===== src/rtl/debug_dtm_hs.sv =====
// JTAG Debug Transport Module: IEEE 1149.1 TAP with IDCODE/DTMCS/DMI/BYPASS
// registers, bridging DMI scans to a valid/ready request and valid-only response channel.
module debug_dtm_hs #(
    parameter int unsigned ABITS        = 7,
    parameter int unsigned IR_LENGTH    = 5,
    parameter logic [31:0] IDCODE_VALUE = 32'h0000_0001,
    parameter int unsigned IR_IDCODE    = 1,
    parameter int unsigned IR_DTMCS     = 'h10,
    parameter int unsigned IR_DMI       = 'h11,
    parameter int unsigned IDLE_HINT    = 0
) (
    input  logic             TCK,
    input  logic             TRST_N,
    input  logic             TMS,
    input  logic             TDI,
    output logic             TDO,
    output logic             TDO_OE,
    output logic             DMI_REQ_VALID,
    input  logic             DMI_REQ_READY,
    output logic [1:0]       DMI_REQ_OP,
    output logic [ABITS-1:0] DMI_REQ_AD,
    output logic [31:0]      DMI_REQ_DATA,
    input  logic             DMI_RSP_VALID,
    input  logic [1:0]       DMI_RSP_OP,
    input  logic [31:0]      DMI_RSP_DATA,
    output logic             DMI_HARDRESET,
    output logic [3:0]       o_tap_state
);

    localparam int unsigned DMI_W = ABITS + 34;

    typedef logic [IR_LENGTH-1:0] ir_t;

    localparam ir_t        L_IR_IDCODE  = ir_t'(IR_IDCODE);
    localparam ir_t        L_IR_DTMCS   = ir_t'(IR_DTMCS);
    localparam ir_t        L_IR_DMI     = ir_t'(IR_DMI);
    localparam ir_t        L_IR_CAPTURE = ir_t'(2'b01);
    localparam logic [5:0] L_ABITS      = 6'(ABITS);
    localparam logic [2:0] L_IDLE       = 3'(IDLE_HINT);

    typedef enum logic [3:0] {
        S_TLR    = 4'h0,
        S_IDLE   = 4'h1,
        S_SEL_DR = 4'h2,
        S_CAP_DR = 4'h3,
        S_SH_DR  = 4'h4,
        S_EX1_DR = 4'h5,
        S_PAU_DR = 4'h6,
        S_EX2_DR = 4'h7,
        S_UPD_DR = 4'h8,
        S_SEL_IR = 4'h9,
        S_CAP_IR = 4'hA,
        S_SH_IR  = 4'hB,
        S_EX1_IR = 4'hC,
        S_PAU_IR = 4'hD,
        S_EX2_IR = 4'hE,
        S_UPD_IR = 4'hF
    } tap_state_t;

    tap_state_t        r_state;
    tap_state_t        w_state_nx;

    ir_t               r_ir;
    ir_t               r_ir_sr;
    logic [31:0]       r_idcode_sr;
    logic [31:0]       r_dtmcs_sr;
    logic [DMI_W-1:0]  r_dmi_sr;
    logic              r_bypass;

    logic              r_busy;
    logic [1:0]        r_dmistat;
    logic              r_req_valid;
    logic [1:0]        r_req_op;
    logic [ABITS-1:0]  r_req_ad;
    logic [31:0]       r_req_data;
    logic [ABITS-1:0]  r_last_addr;
    logic [31:0]       r_last_data;
    logic              r_hardreset;
    logic              r_tdo;
    logic              r_tdo_oe;

    logic              w_sel_idcode;
    logic              w_sel_dtmcs;
    logic              w_sel_dmi;
    logic              w_sel_bypass;
    logic              w_upd_dmi;
    logic              w_upd_dtmcs;
    logic              w_cap_dmi;
    logic              w_hardreset;
    logic              w_dmireset;
    logic              w_rsp;
    logic              w_issue;
    logic              w_accept;
    logic              w_busy_eff;
    logic [1:0]        w_upd_op;
    logic [31:0]       w_upd_data;
    logic [ABITS-1:0]  w_upd_addr;
    logic [1:0]        w_dmistat_rsp;
    logic [1:0]        w_dmi_cap_op;
    logic [31:0]       w_last_data_nx;
    logic [31:0]       w_dtmcs_cap;
    logic              w_busy_nx;
    logic [1:0]        w_dmistat_nx;
    logic              w_req_valid_nx;
    logic              w_dr_tdo;

    always_ff @(posedge TCK or negedge TRST_N) begin
        if (!TRST_N) begin
            r_state <= S_TLR;
        end else begin
            r_state <= w_state_nx;
        end
    end

    always_comb begin
        w_state_nx = r_state;
        case (r_state)
            S_TLR:    w_state_nx = TMS ? S_TLR    : S_IDLE;
            S_IDLE:   w_state_nx = TMS ? S_SEL_DR : S_IDLE;
            S_SEL_DR: w_state_nx = TMS ? S_SEL_IR : S_CAP_DR;
            S_CAP_DR: w_state_nx = TMS ? S_EX1_DR : S_SH_DR;
            S_SH_DR:  w_state_nx = TMS ? S_EX1_DR : S_SH_DR;
            S_EX1_DR: w_state_nx = TMS ? S_UPD_DR : S_PAU_DR;
            S_PAU_DR: w_state_nx = TMS ? S_EX2_DR : S_PAU_DR;
            S_EX2_DR: w_state_nx = TMS ? S_UPD_DR : S_SH_DR;
            S_UPD_DR: w_state_nx = TMS ? S_SEL_DR : S_IDLE;
            S_SEL_IR: w_state_nx = TMS ? S_TLR    : S_CAP_IR;
            S_CAP_IR: w_state_nx = TMS ? S_EX1_IR : S_SH_IR;
            S_SH_IR:  w_state_nx = TMS ? S_EX1_IR : S_SH_IR;
            S_EX1_IR: w_state_nx = TMS ? S_UPD_IR : S_PAU_IR;
            S_PAU_IR: w_state_nx = TMS ? S_EX2_IR : S_PAU_IR;
            S_EX2_IR: w_state_nx = TMS ? S_UPD_IR : S_SH_IR;
            S_UPD_IR: w_state_nx = TMS ? S_SEL_DR : S_IDLE;
            default:  w_state_nx = S_TLR;
        endcase
    end

    assign w_sel_idcode = (r_ir == L_IR_IDCODE);
    assign w_sel_dtmcs  = (r_ir == L_IR_DTMCS);
    assign w_sel_dmi    = (r_ir == L_IR_DMI);
    assign w_sel_bypass = !(w_sel_idcode || w_sel_dtmcs || w_sel_dmi);

    assign w_upd_dmi   = (r_state == S_UPD_DR) && w_sel_dmi;
    assign w_upd_dtmcs = (r_state == S_UPD_DR) && w_sel_dtmcs;
    assign w_cap_dmi   = (r_state == S_CAP_DR) && w_sel_dmi;
    assign w_hardreset = w_upd_dtmcs && r_dtmcs_sr[17];
    assign w_dmireset  = w_upd_dtmcs && r_dtmcs_sr[16];

    assign w_upd_op   = r_dmi_sr[1:0];
    assign w_upd_data = r_dmi_sr[33:2];
    assign w_upd_addr = r_dmi_sr[DMI_W-1:34];

    // A response landing with dmihardreset belongs to the dropped transaction.
    assign w_rsp    = DMI_RSP_VALID && r_busy && !w_hardreset;
    assign w_accept = r_req_valid && DMI_REQ_READY;
    assign w_issue  = w_upd_dmi && (w_upd_op == 2'd1 || w_upd_op == 2'd2) &&
                      (r_dmistat == 2'd0) && !r_busy;

    // Capture sees the state after any response completing on the same edge.
    assign w_busy_eff     = r_busy && !w_rsp;
    assign w_dmistat_rsp  = (w_rsp && DMI_RSP_OP != 2'd0 && r_dmistat == 2'd0) ? 2'd2 : r_dmistat;
    assign w_last_data_nx = w_rsp ? DMI_RSP_DATA : r_last_data;
    assign w_dmi_cap_op   = w_busy_eff ? 2'd3 : w_dmistat_rsp;
    assign w_dtmcs_cap    = {14'b0, 2'b00, 1'b0, L_IDLE, r_dmistat, L_ABITS, 4'h1};

    always_comb begin
        w_busy_nx      = r_busy;
        w_dmistat_nx   = w_dmistat_rsp;
        w_req_valid_nx = r_req_valid;
        if (w_hardreset) begin
            w_busy_nx = 1'b0;
        end else if (w_issue) begin
            w_busy_nx = 1'b1;
        end else if (w_rsp) begin
            w_busy_nx = 1'b0;
        end
        if (w_hardreset || w_dmireset) begin
            w_dmistat_nx = 2'd0;
        end else if ((w_cap_dmi && w_busy_eff) || (w_upd_dmi && r_busy)) begin
            w_dmistat_nx = 2'd3;
        end
        if (w_hardreset) begin
            w_req_valid_nx = 1'b0;
        end else if (w_issue) begin
            w_req_valid_nx = 1'b1;
        end else if (w_accept) begin
            w_req_valid_nx = 1'b0;
        end
    end

    always_ff @(posedge TCK or negedge TRST_N) begin
        if (!TRST_N) begin
            r_ir        <= L_IR_IDCODE;
            r_ir_sr     <= '0;
            r_idcode_sr <= '0;
            r_dtmcs_sr  <= '0;
            r_dmi_sr    <= '0;
            r_bypass    <= 1'b0;
            r_busy      <= 1'b0;
            r_dmistat   <= 2'd0;
            r_req_valid <= 1'b0;
            r_req_op    <= 2'd0;
            r_req_ad    <= '0;
            r_req_data  <= '0;
            r_last_addr <= '0;
            r_last_data <= '0;
            r_hardreset <= 1'b0;
        end else if (r_state == S_TLR) begin
            r_ir        <= L_IR_IDCODE;
            r_ir_sr     <= '0;
            r_idcode_sr <= '0;
            r_dtmcs_sr  <= '0;
            r_dmi_sr    <= '0;
            r_bypass    <= 1'b0;
            r_busy      <= 1'b0;
            r_dmistat   <= 2'd0;
            r_req_valid <= 1'b0;
            r_req_op    <= 2'd0;
            r_req_ad    <= '0;
            r_req_data  <= '0;
            r_last_addr <= '0;
            r_last_data <= '0;
            r_hardreset <= 1'b0;
        end else begin
            r_hardreset <= w_hardreset;
            r_busy      <= w_busy_nx;
            r_dmistat   <= w_dmistat_nx;
            r_req_valid <= w_req_valid_nx;
            r_last_data <= w_last_data_nx;

            if (r_state == S_CAP_IR) begin
                r_ir_sr <= L_IR_CAPTURE;
            end else if (r_state == S_SH_IR) begin
                r_ir_sr <= {TDI, r_ir_sr[IR_LENGTH-1:1]};
            end
            if (r_state == S_UPD_IR) begin
                r_ir <= r_ir_sr;
            end

            if (r_state == S_CAP_DR) begin
                if (w_sel_idcode) r_idcode_sr <= IDCODE_VALUE;
                if (w_sel_dtmcs)  r_dtmcs_sr  <= w_dtmcs_cap;
                if (w_sel_dmi)    r_dmi_sr    <= {r_last_addr, w_last_data_nx, w_dmi_cap_op};
                if (w_sel_bypass) r_bypass    <= 1'b0;
            end else if (r_state == S_SH_DR) begin
                if (w_sel_idcode) r_idcode_sr <= {TDI, r_idcode_sr[31:1]};
                if (w_sel_dtmcs)  r_dtmcs_sr  <= {TDI, r_dtmcs_sr[31:1]};
                if (w_sel_dmi)    r_dmi_sr    <= {TDI, r_dmi_sr[DMI_W-1:1]};
                if (w_sel_bypass) r_bypass    <= TDI;
            end

            // Request fields only change on issue, so they hold while waiting for READY.
            if (w_issue) begin
                r_req_op    <= w_upd_op;
                r_req_ad    <= w_upd_addr;
                r_req_data  <= w_upd_data;
                r_last_addr <= w_upd_addr;
            end
        end
    end

    always_comb begin
        w_dr_tdo = r_bypass;
        if (w_sel_idcode) begin
            w_dr_tdo = r_idcode_sr[0];
        end else if (w_sel_dtmcs) begin
            w_dr_tdo = r_dtmcs_sr[0];
        end else if (w_sel_dmi) begin
            w_dr_tdo = r_dmi_sr[0];
        end
    end

    // TDO launches on the falling edge so the probe samples it on the next rising edge.
    always_ff @(negedge TCK or negedge TRST_N) begin
        if (!TRST_N) begin
            r_tdo    <= 1'b0;
            r_tdo_oe <= 1'b0;
        end else begin
            r_tdo    <= 1'b0;
            r_tdo_oe <= 1'b0;
            if (r_state == S_SH_IR) begin
                r_tdo    <= r_ir_sr[0];
                r_tdo_oe <= 1'b1;
            end else if (r_state == S_SH_DR) begin
                r_tdo    <= w_dr_tdo;
                r_tdo_oe <= 1'b1;
            end
        end
    end

    assign TDO           = r_tdo;
    assign TDO_OE        = r_tdo_oe;
    assign DMI_REQ_VALID = r_req_valid;
    assign DMI_REQ_OP    = r_req_op;
    assign DMI_REQ_AD    = r_req_ad;
    assign DMI_REQ_DATA  = r_req_data;
    assign DMI_HARDRESET = r_hardreset;
    assign o_tap_state   = r_state;

endmodule


===== config.mk =====
export PLATFORM = sky130hd
export DESIGN_NAME = debug_dtm_hs
export DESIGN_NICKNAME = d
export VERILOG_FILES = /design/src/rtl/debug_dtm_hs.sv
export SDC_FILE = /design/constraint.sdc
export NUM_CORES = 1
export LEC_CHECK = 0
export ABC_AREA = 1
export CAP_MARGIN = 20
export CORE_UTILIZATION = 52
export DETAILED_ROUTE_END_ITERATION = 8
export GPL_TIMING_DRIVEN = 0
export PLACE_DENSITY_LB_ADDON = 0.2
export SYNTH_ARGS = -nofsm -noshare
export SYNTH_HDL_FRONTEND = slang
export SYNTH_SLANG_ARGS = --single-unit

===== constraint.sdc =====
create_clock -name TCK -period 1.45 [get_ports TCK]
set_input_delay 0.2175 -clock TCK [delete_from_list [all_inputs] [get_ports TCK]]
set_output_delay 0.2175 -clock TCK [all_outputs]
set_load 0.01 [all_outputs]

==> impl_results.md <==
* Status: finished, violations left
* Failing checks: negative hold slack, negative setup slack
* Tot Pwr at 19.7 mW
* FFs w/ async S/R, synth at 1.00
* Hpwl dp at 14200 µm
* TritonCTS clock tree: yes
* Share of layout cells above drive strength 1 at 0.389
* Area growth, synth to finish at 54.0%
* H-tree depth at 4
* Leading area contributor after synthesis: dfrtp_1
* Slowest-stage cell, CP: dfstp_2
* Final Skew at 0.0352 ns
* Synth top area cells: dfrtp_1, nand2_1, inv_1, nand3_1, o22ai_1
* Mapped Cells at 1071
* Antenna viol nets, final at 0
* Final TNS setup at -78.90 ns
* Most numerous cell in the Yosys netlist: nand2_1
* Vias in the first global route at 7638
* Worst-path cell chain: nand3_2 > nor2_4 > a21oi_1 > nand2_1 > nand2_1 > nand2_1 > o21ai_1
* Clk buf depth at 2
* Number of unique standard cell types used by synthesis at 33
* Critical path endpoint category: flip-flop
* Total nets after synthesis at 1111
* Power Dens Cells at 1430 mW/mm²
* Fin Hold WS at -0.258 ns
* Drt via density at 5.91
* Num CTS Buffers at 17
* Final setup margin at -0.842 ns
* Final hold vios at 79
* I/O Buffers at 88
* DR pass1 iterations at 5
* Critical path required time at 0.98 ns
* DRT Wirelength at 31200 µm
* Slew margin rel. at 0.572
* Worst slew pin tran at 0.639 ns
* Finished Layout Cells at 1507
* Syn. warnings at 0
* CTS Root Cell: clkbuf_16
* Area occupied by multi-input gates at 0.00435 mm²
* DP Worst Slack at -0.677 ns
* Final setup vio count at 202
* Clock slew at reported path FFs at 0.07 ns
* DR iter-0 viols at 862
* FF+latch area at 0.00501 mm²
* Prevailing post-synth register cell: dfrtp_1
* Total of max-cap violations at 0
* Total track usage at 0.272
* Fin nets at 1314
* Commonest cells post-synth: nand2_1, inv_1, dfrtp_1
* Largest net degree at the start of global routing at 120
* Cell count after placement at 1380
* Netlist Area Pre-Place at 0.00897 mm²
* Hold WC Path Type: primary input to async pin
* Die width at 133 µm
* Final Max Slew Viols at 0
* Worst path bufs/invs at 0
* Pleak at 7.05 nW
* Clk Latency, worst-skew pair at 0.44 ns
* Initial core utilization at 0.537
* Die area at 0.0178 mm²
* Drt wl/cell at 20.7 µm
* Avg Cell Area, Syn at 8.37 µm²
* # rows at 47
* Fillers at 833
* Drc violations at 0
* Area share of the largest cell type after synthesis at 0.550
* Via count at 8912
* EDFF count, synth at 0
* CTS sink count at 200
* Critical path startpoint category: flip-flop
* Critical path fanouts, max at 5
* Crit path largest cell delay at 0.61 ns
* CP delay by family, top: flip-flops
* CP Class: flip-flop to flip-flop
* Final antenna diode count at 0
* Routability cong. at 0.888
* Seq/Total Area, Yosys at 0.558
* CP arrival at 1.82 ns
* Initial antenna violation count at 0
* Chip Height at 133 µm
* Yosys reg bits at 200
* RSZ-0062 raised after global routing: true
* GR Overflow Total at 0
* Core footprint at 0.0167 mm²
* Max IR drop VDD at 1.03 mV
* First-pass GRT wire length at 37900 µm
* IO Count at 89
* CP dominant cell by count: nand2_1
[per-layer routing]
| metal | global-route usage | vias up | wire length (µm) |
|---|---|---|---|
| met2 | 0.439 | 613 | 15000 |
| li1 | - | 3810 | - |
| met1 | 0.379 | 4296 | 11800 |
| met3 | 0.0346 | 193 | 2580 |
| met4 | 0.102 | 0 | 1770 |
| met5 | 0 | - | 0 |
[state kept, by name (all words and copies together) (netlist names), 4 cells and up]
| name | count |
|---|---|
| r_dmi_sr | 41 |
| DMI_REQ_DATA | 32 |
| r_dtmcs_sr | 32 |
| r_idcode_sr | 32 |
| r_last_data | 32 |
| r_last_addr | 7 |
| r_ir | 5 |
| r_ir_sr | 5 |
| o_tap_state | 4 |
[cell usage in the layout, fill, tap and decap left out, types with 3 or more instances in the layout]
cell type        synthesis  routed
dfrtp_1                197     194
inv_1                  201     170
nand2_1                234     169
nand3_2                  0      83
buf_6                    5      54
nor2_1                  52      42
o21ai_2                  0      40
nand2_2                  3      39
clkdlybuf4s50_1          0      38
buf_4                    0      37
o22ai_1                 61      34
dlymetal6s2s_1           0      33
inv_2                    4      32
nand3_1                125      29
o22ai_2                  0      26
clkbuf_16                0      26
nand2_4                  4      24
o21ai_1                 33      24
buf_8                    0      22
nand3_4                  3      17
a21oi_1                 22      16
nor2_4                   4      14
dlygate4sd2_1            0      12
o21ai_0                 41      10
nand2_8                  0       9
buf_12                   0       9
buf_2                   29       9
nor2_2                   8       8
clkbuf_2                 0       8
buf_16                   0       7
a21oi_2                  0       6
nand4_1                  4       4
clkinvlp_4               0       4
inv_6                    0       4
clkinv_4                 0       4
inv_8                    0       3
dfrtp_2                  0       3
[area by class of cell]
| type | count | share of cell area |
|---|---|---|
| Inverter | 206 | 0.0573 |
| Buffer | 54 | 0.0453 |
| Multi-Input combinational cell | 609 | 0.315 |
| Sequential cell | 200 | 0.363 |
| Clock inverter | 14 | 0.0103 |
| Timing Repair Buffer | 186 | 0.159 |
| Clock buffer | 18 | 0.0311 |
| Tap cell | 220 | 0.0199 |
[worst register-to-register path: stages, from the launching register on]
cell and delay [ns]:
dfstp_2 0.61, nand3_2 0.15, nor2_4 0.18, a21oi_1 0.09
nand2_1 0.11, nand2_1 0.08, nand2_1 0.09, o21ai_1 0.07
[path summary, 6_finish.rpt]
check,start,to,slack (ns),depth (start not counted)
min in group TCK,DMI_REQ_READY,DMI_REQ_VALID$_DFFE_PN0P_,0.41,4
worst max-delay path,r_ir[0]$_DFFE_PN1P_,TDO$_DFF_NN0_,-0.84,7
worst min register to register,r_dmi_sr[22]$_DFFE_PN0P_,r_dmi_sr[22]$_DFFE_PN0P_,0.47,2
worst max register to register,r_ir[0]$_DFFE_PN1P_,TDO$_DFF_NN0_,-0.84,7
max in group asynchronous,TRST_N,TDO$_DFF_NN0_,0.60,1
worst min-delay path,TRST_N,r_idcode_sr[18]$_DFFE_PN0P_,-0.26,1
[stage by stage]
stage | utilization | cell area (µm²)
after global placement | 0.627 | 10500
after detailed placement | 0.629 | 10500
final | 0.827 | 13800
after CTS | 0.706 | 11800
after global routing | 0.827 | 13800
after floorplan | - | 9310
[kinds of logic (layout without fill, tap and decap cells)]
logic type | Yosys count | in the layout | share of synthesized area
AND/OR/NAND/NOR | 441 | 442 | 0.218
buffers and inverters | 263 | 478 | 0.118
flip-flops | 200 | 200 | 0.558
AO/OA/AOI/OAI | 166 | 166 | 0.104
XOR/XNOR | 1 | 1 | 0.000977
[report_power, final]
| part | total [mW] | leakage [nW] | internal [mW] | switching, mW |
|---|---|---|---|---|
| clock network | 4.75 | 0.276 | 2.42 | 2.32 |
| logic | 8.76 | 4.01 | 3.37 | 5.38 |
| registers | 6.18 | 2.77 | 5.90 | 0.277 |
| total | 19.7 | 7.05 | 11.7 | 7.98 |
[timing repair]
action / CTS / global route
resized for setup: 122 / 422
pin swaps: 10 / 79
endpoints found under the hold margin: 79 / 79
gates cloned: 9 / 11
buffers inserted: 30 / 50
endpoints found under the setup margin: 244 / 234
(Power assumes the default switching activity.)
